$ cat config.mk
export PLATFORM = sky130hd
export DESIGN_NAME = ex_hazard_ctrl
export DESIGN_NICKNAME = d
export VERILOG_FILES = /design/src/rtl/ex_hazard_ctrl.sv
export SDC_FILE = /design/constraint.sdc
export NUM_CORES = 1
export LEC_CHECK = 0
export ABC_AREA = 1
export CORE_ASPECT_RATIO = 0.8
export CORE_MARGIN = 2
export CORE_UTILIZATION = 45
export CTS_CLUSTER_DIAMETER = 200
export DETAILED_ROUTE_END_ITERATION = 6
export PLACE_DENSITY_LB_ADDON = 0.12
export SYNTH_ARGS = -nofsm -noshare
export SYNTH_HDL_FRONTEND = slang
export SYNTH_SLANG_ARGS = --single-unit
$ cat constraint.sdc
create_clock -name clock -period 1.8 [get_ports clock]
set_clock_uncertainty 0.15 [all_clocks]
set_input_delay 0.54 -clock clock [delete_from_list [all_inputs] [get_ports clock]]
set_output_delay 0.54 -clock clock [all_outputs]
set_load 0.05 [all_outputs]
$ cat src/rtl/ex_hazard_ctrl.sv
// EXECUTE hazard sequencer: registered forwarding selects (1-cycle, aligned with ID/EX), load-use stall/bubble, branch flush.
// No handshake; op_stall holds PC and IF/ID, op_bubble/op_flush squash the younger stages.
module ex_hazard_ctrl #(
    parameter int REG_W        = 5,
    parameter int CNT_W        = 16,
    parameter int LOAD_STALL   = 1,
    parameter int FLUSH_CYCLES = 2
) (
    input  logic             clock,
    input  logic             reset,
    input  logic [REG_W-1:0] ip_rs_ID,
    input  logic [REG_W-1:0] ip_rt_ID,
    input  logic             ip_uses_rs_ID,
    input  logic             ip_uses_rt_ID,
    input  logic [REG_W-1:0] ip_dest_EX,
    input  logic             ip_RegWrite_EX,
    input  logic             ip_read_en_EX,
    input  logic [REG_W-1:0] ip_dest_MEM,
    input  logic             ip_RegWrite_MEM,
    input  logic             ip_branch_taken,
    output logic [1:0]       op_FA,
    output logic [1:0]       op_FB,
    output logic             op_stall,
    output logic             op_bubble,
    output logic             op_flush,
    output logic [CNT_W-1:0] op_stall_count,
    output logic [CNT_W-1:0] op_flush_count
);

    typedef enum logic [1:0] {RUN, STALL, FLUSH} state_t;

    localparam logic [1:0]       SEL_MEM = 2'b10;
    localparam logic [1:0]       SEL_WB  = 2'b01;
    localparam logic [1:0]       SEL_RF  = 2'b00;
    localparam logic [CNT_W-1:0] CNT_ONE = {{(CNT_W-1){1'b0}}, 1'b1};
    localparam logic [2:0]       STALL_LOAD = 3'(LOAD_STALL - 1);
    localparam logic [2:0]       FLUSH_LOAD = 3'(FLUSH_CYCLES - 1);

    state_t     state, state_nxt;
    logic [2:0] cnt, cnt_nxt;

    logic       match_ex_rs, match_ex_rt, match_mem_rs, match_mem_rt;
    logic       haz;
    logic [1:0] fa_nxt, fb_nxt;

    // Register 0 is hardwired, so it never matches a producer.
    assign match_ex_rs  = ip_RegWrite_EX  && (ip_dest_EX  == ip_rs_ID) && (ip_rs_ID != '0);
    assign match_ex_rt  = ip_RegWrite_EX  && (ip_dest_EX  == ip_rt_ID) && (ip_rt_ID != '0);
    assign match_mem_rs = ip_RegWrite_MEM && (ip_dest_MEM == ip_rs_ID) && (ip_rs_ID != '0);
    assign match_mem_rt = ip_RegWrite_MEM && (ip_dest_MEM == ip_rt_ID) && (ip_rt_ID != '0);

    assign haz = ip_read_en_EX &&
                 ((ip_uses_rs_ID && match_ex_rs) || (ip_uses_rt_ID && match_ex_rt));

    always_comb begin
        fa_nxt = SEL_RF;
        fb_nxt = SEL_RF;
        if (ip_uses_rs_ID) begin
            if (match_ex_rs && !ip_read_en_EX) fa_nxt = SEL_MEM;
            else if (match_mem_rs)             fa_nxt = SEL_WB;
        end
        if (ip_uses_rt_ID) begin
            if (match_ex_rt && !ip_read_en_EX) fb_nxt = SEL_MEM;
            else if (match_mem_rt)             fb_nxt = SEL_WB;
        end
    end

    always_comb begin
        state_nxt = state;
        cnt_nxt   = cnt;
        op_stall  = 1'b0;
        op_bubble = 1'b0;
        op_flush  = 1'b0;
        if (ip_branch_taken) begin
            // A taken branch overrides any stall and (re)starts the flush window.
            op_flush  = 1'b1;
            op_bubble = (state == FLUSH);
            if (FLUSH_CYCLES > 1) begin
                state_nxt = FLUSH;
                cnt_nxt   = FLUSH_LOAD;
            end else begin
                state_nxt = RUN;
                cnt_nxt   = 3'd0;
            end
        end else begin
            case (state)
                RUN: begin
                    op_stall  = haz;
                    op_bubble = haz;
                    if (haz && (LOAD_STALL > 1)) begin
                        state_nxt = STALL;
                        cnt_nxt   = STALL_LOAD;
                    end
                end
                STALL: begin
                    op_stall  = 1'b1;
                    op_bubble = 1'b1;
                    cnt_nxt   = cnt - 3'd1;
                    if (cnt_nxt == 3'd0) state_nxt = RUN;
                end
                FLUSH: begin
                    op_flush  = 1'b1;
                    op_bubble = 1'b1;
                    cnt_nxt   = cnt - 3'd1;
                    if (cnt_nxt == 3'd0) state_nxt = RUN;
                end
                default: begin
                    state_nxt = RUN;
                    cnt_nxt   = 3'd0;
                end
            endcase
        end
    end

    always_ff @(posedge clock or negedge reset) begin
        if (!reset) begin
            state <= RUN;
            cnt   <= 3'd0;
        end else begin
            state <= state_nxt;
            cnt   <= cnt_nxt;
        end
    end

    // Selects describe the instruction entering EX on this edge; bubbles carry none.
    always_ff @(posedge clock or negedge reset) begin
        if (!reset) begin
            op_FA <= SEL_RF;
            op_FB <= SEL_RF;
        end else if (op_flush || op_bubble || op_stall) begin
            op_FA <= SEL_RF;
            op_FB <= SEL_RF;
        end else begin
            op_FA <= fa_nxt;
            op_FB <= fb_nxt;
        end
    end

    always_ff @(posedge clock or negedge reset) begin
        if (!reset) begin
            op_stall_count <= '0;
            op_flush_count <= '0;
        end else begin
            if (op_stall && (op_stall_count != '1))
                op_stall_count <= op_stall_count + CNT_ONE;
            if (ip_branch_taken && (op_flush_count != '1))
                op_flush_count <= op_flush_count + CNT_ONE;
        end
    end

endmodule

==> results.py <==
metrics = {
    "run": {
        "drv_cap": 0,
    },
    "clock_tree": {
        "clock_latency_ps": 290,
        "clkTransAtPathRegs_ps": 90,
        "cts-htree-levels": 2,
        "cts-root-buf": "clkbuf_8",
        "cts_buffers": 5,
        "cts_hold_buf": 0,
        "max-clock-path-buffers": 2,
        "cts.sinks": 40,
        "cts_tree": "built",
    },
    "place": {
        "dp_slack_ps": -1040,
        "place_area_um2": 4460,
        "dp_hpwl_um": 6050,
        "dp_cells": 536,
        "io_buffer_count": 66,
        "place.gp.congestion": 0.862,
    },
    "critical_path": {
        "r2r_start": "op_stall_count[3]",
        "path_class": "in -> out",
        "arrival_ps": 1690,
        "critPathRequiredTime_ps": 1110,
        "end_kind": "output port",
        "r2r-end": "op_stall_count[15]",
        "cp-start-kind": "primary input",
        "ff2ff_path_depth": 7,
        "r2r_setup_slack_ps": -80,
        "cp_max_fo": 3,
    },
    "yosys": {
        "synthCells": 335,
        "synth.top_cell.area_share_pct": 36.9,
        "synth_cell_types": 38,
        "synth.net_count": 367,
        "netlist_area_um2": 2720,
        "yosys_warnings": 0,
        "synth_seq_area_share_pct": 36.9,
        "synth_area_leaders": "dfrtp_1 (37%), nand2_1 (11%), inv_1 (7.1%)",
        "syn_avg_cell_area_um2": 8.10,
        "synth_seq_cells": 40,
        "synth_top_area_cell": "dfrtp_1",
    },
    "routing": {
        "drt-initial-drc-count": 201,
        "drt-met1-wl_um": 3800,
        "ant_nets": 0,
        "vias": 3015,
        "met3_wirelength_um": 554,
        "topRoutingLayerUsed": "met4",
        "drc_errors": 0,
        "wl_per_cell_um": 17.1,
        "wirelength_um": 9850,
        "via_per_inst": 5.23,
        "wl_met2_um": 5200,
        "firstDrtPassIters": 5,
    },
    "power": {
        "ir_worst_vdd_uv": 521,
        "p_per_area_nw_per_um2": 826,
        "finalPower_mw": 4.25,
        "p_leak_nw": 2.47,
    },
    "timing": {
        "worst_slew_pin_slew_ps": 313,
        "final.min_clock_period_ps": 2380,
        "grt_setup_unrepaired": "yes",
        "max_freq_ghz": 0.420,
        "fin_crit_sh_pct": 132,
        "timing.hold.ws_ps": 50.0,
        "setup_violations": 24,
        "setup_slack_ps": -581,
        "slew_violations": 0,
        "relSlewSlack_pct": 79.0,
        "hold_viol_final": 0,
        "setup_tns_ps": -2890,
    },
    "final_layout": {
        "utilization_pct": 87.5,
        "finalNetCount": 526,
        "num-fill-cells": 290,
        "syn_to_final_growth_pct": 89.5,
        "final-instance-count-excl-fill": 577,
        "drive_above_1_share_pct": 58.0,
        "postLayoutCellArea_um2": 5150,
    },
    "floorplanning": {
        "coreArea_um2": 5880,
        "fp.dieArea_um2": 6670,
        "die_y_um": 73.5,
        "fp.dieW_um": 90.8,
        "num_rows": 25,
        "io_pins": 67,
        "start_util_pct": 46.2,
    },
    "global_route": {
        "grt_usage_pct": 25.3,
        "grt_start_max_net_pins": 41,
        "grt_pass1_vias": 2840,
        "grt_first_pass_wirelength_um": 13100,
        "antenna_found_initial": 1,
        "grt-ovfl-total": 0,
    },
    "run_status": {
        "violations": "negative setup slack",
        "status": "complete, but fails checks",
    },
    "min_path": {
        "min-delay-path-class": "in -> async",
    },
}
==> critical path, cell delays in order <==
cell and delay [ps]:
buf_8 100, inv_4 40, nand2_2 50, nand2_2 50
inv_2 60, nand2_2 70, nor2_4 140, nand3_4 120
nand2_8 110, nand2_4 60, o21ai_4 190, buf_12 160
==> logic make-up (layout without fill, tap and decap cells) <==
group                    after synthesis  after routing  share of synthesized area (%)
multiplexers                           1              1                          0.415
AND/OR/NAND/NOR                      170            170                           34.6
buffers and inverters                 62            222                           8.89
other                                  0              1                              0
AO/OA/AOI/OAI                         29             29                           8.06
XOR/XNOR                              29             29                           9.36
adder cells (fa/ha/maj)                4              4                           1.84
flip-flops                            40             40                           36.9
==> worst max-delay path by stage <==
stage | from | endpoint
finish | ip_dest_EX[3] | op_bubble
CTS | ip_rt_ID[3] | op_bubble
floorplan | ip_rt_ID[3] | op_bubble
global placement | ip_rt_ID[3] | op_bubble
detailed placement | ip_rt_ID[3] | op_bubble
global route | ip_rs_ID[2] | op_stall
==> layout by cell type (no fill, tap or decap), drive strengths merged <==
cell type      instances
clkbuf                 8
dfrtp                 40
o211ai                 1
o2111ai                1
a31oi                  1
a21oi                  4
nor4                   1
diode                  1
nand3b                 1
o21ai                  4
or2                    1
dlymetal6s2s           2
xnor2                  9
nand3                 31
mux2                   1
inv                   55
nand4                 10
o21bai                13
clkinvlp               2
a211oi                 1
buf                  144
nor2                  35
nor3                  13
ha                     4
bufinv                 1
o22ai                  4
nand2                 78
clkinv                 3
clkdlybuf4s50          7
xor2                  20
==> power breakdown <==
part	switching, mW	leakage (nW)	total, mW	internal, mW
logic	1.17	1.96	2.26	1.09
registers	0.149	0.452	1.20	1.05
clock network	0.336	0.0614	0.790	0.454
==> flip-flops by register name (all words and copies together) (netlist names) <==
signal	cells
cnt	3
op_FA	2
op_FB	2
op_flush_count	16
op_stall_count	16
state	1
==> synthesized netlist by cell type, drive strengths merged <==
library cell and count:
a211oi 1, a21oi 4, a31oi 1, buf 3, clkinv 2, dfrtp 40
ha 4, inv 57, mux2 1, nand2 78, nand3 31, nand3b 1
nand4 10, nor2 35, nor3 13, nor4 1, o2111ai 1, o211ai 1
o21ai 4, o21bai 13, o22ai 4, or2 1, xnor2 9, xor2 20
==> layer usage <==
| layer | GRT usage [%] | vias to the layer above |
|---|---|---|
| li1 | - | 1386 |
| met1 | 30.6 | 1461 |
| met2 | 47.0 | 140 |
| met3 | 4.10 | 28 |
| met4 | 7.91 | 0 |
| met5 | 0 | - |
==> timing repair <==
item	CTS	global route
pin swaps	27	46
gates resized for setup	84	88
buffers inserted	9	26
setup endpoints to repair	34	29
==> final cells by class <==
type / count / area (µm²) / share of cell area [%]
multi-input cells: 233 / 1850 / 36.0
repair buffers: 155 / 1790 / 34.8
flip-flops and latches: 40 / 1020 / 19.9
inverters: 59 / 250 / 4.86
well taps: 81 / 101 / 1.97
clock buffers: 6 / 82.6 / 1.60
clock inverters: 2 / 38.8 / 0.754
diodes: 1 / 2.50 / 0.0486
No activity file was read; power rests on OpenSTA's default activity.
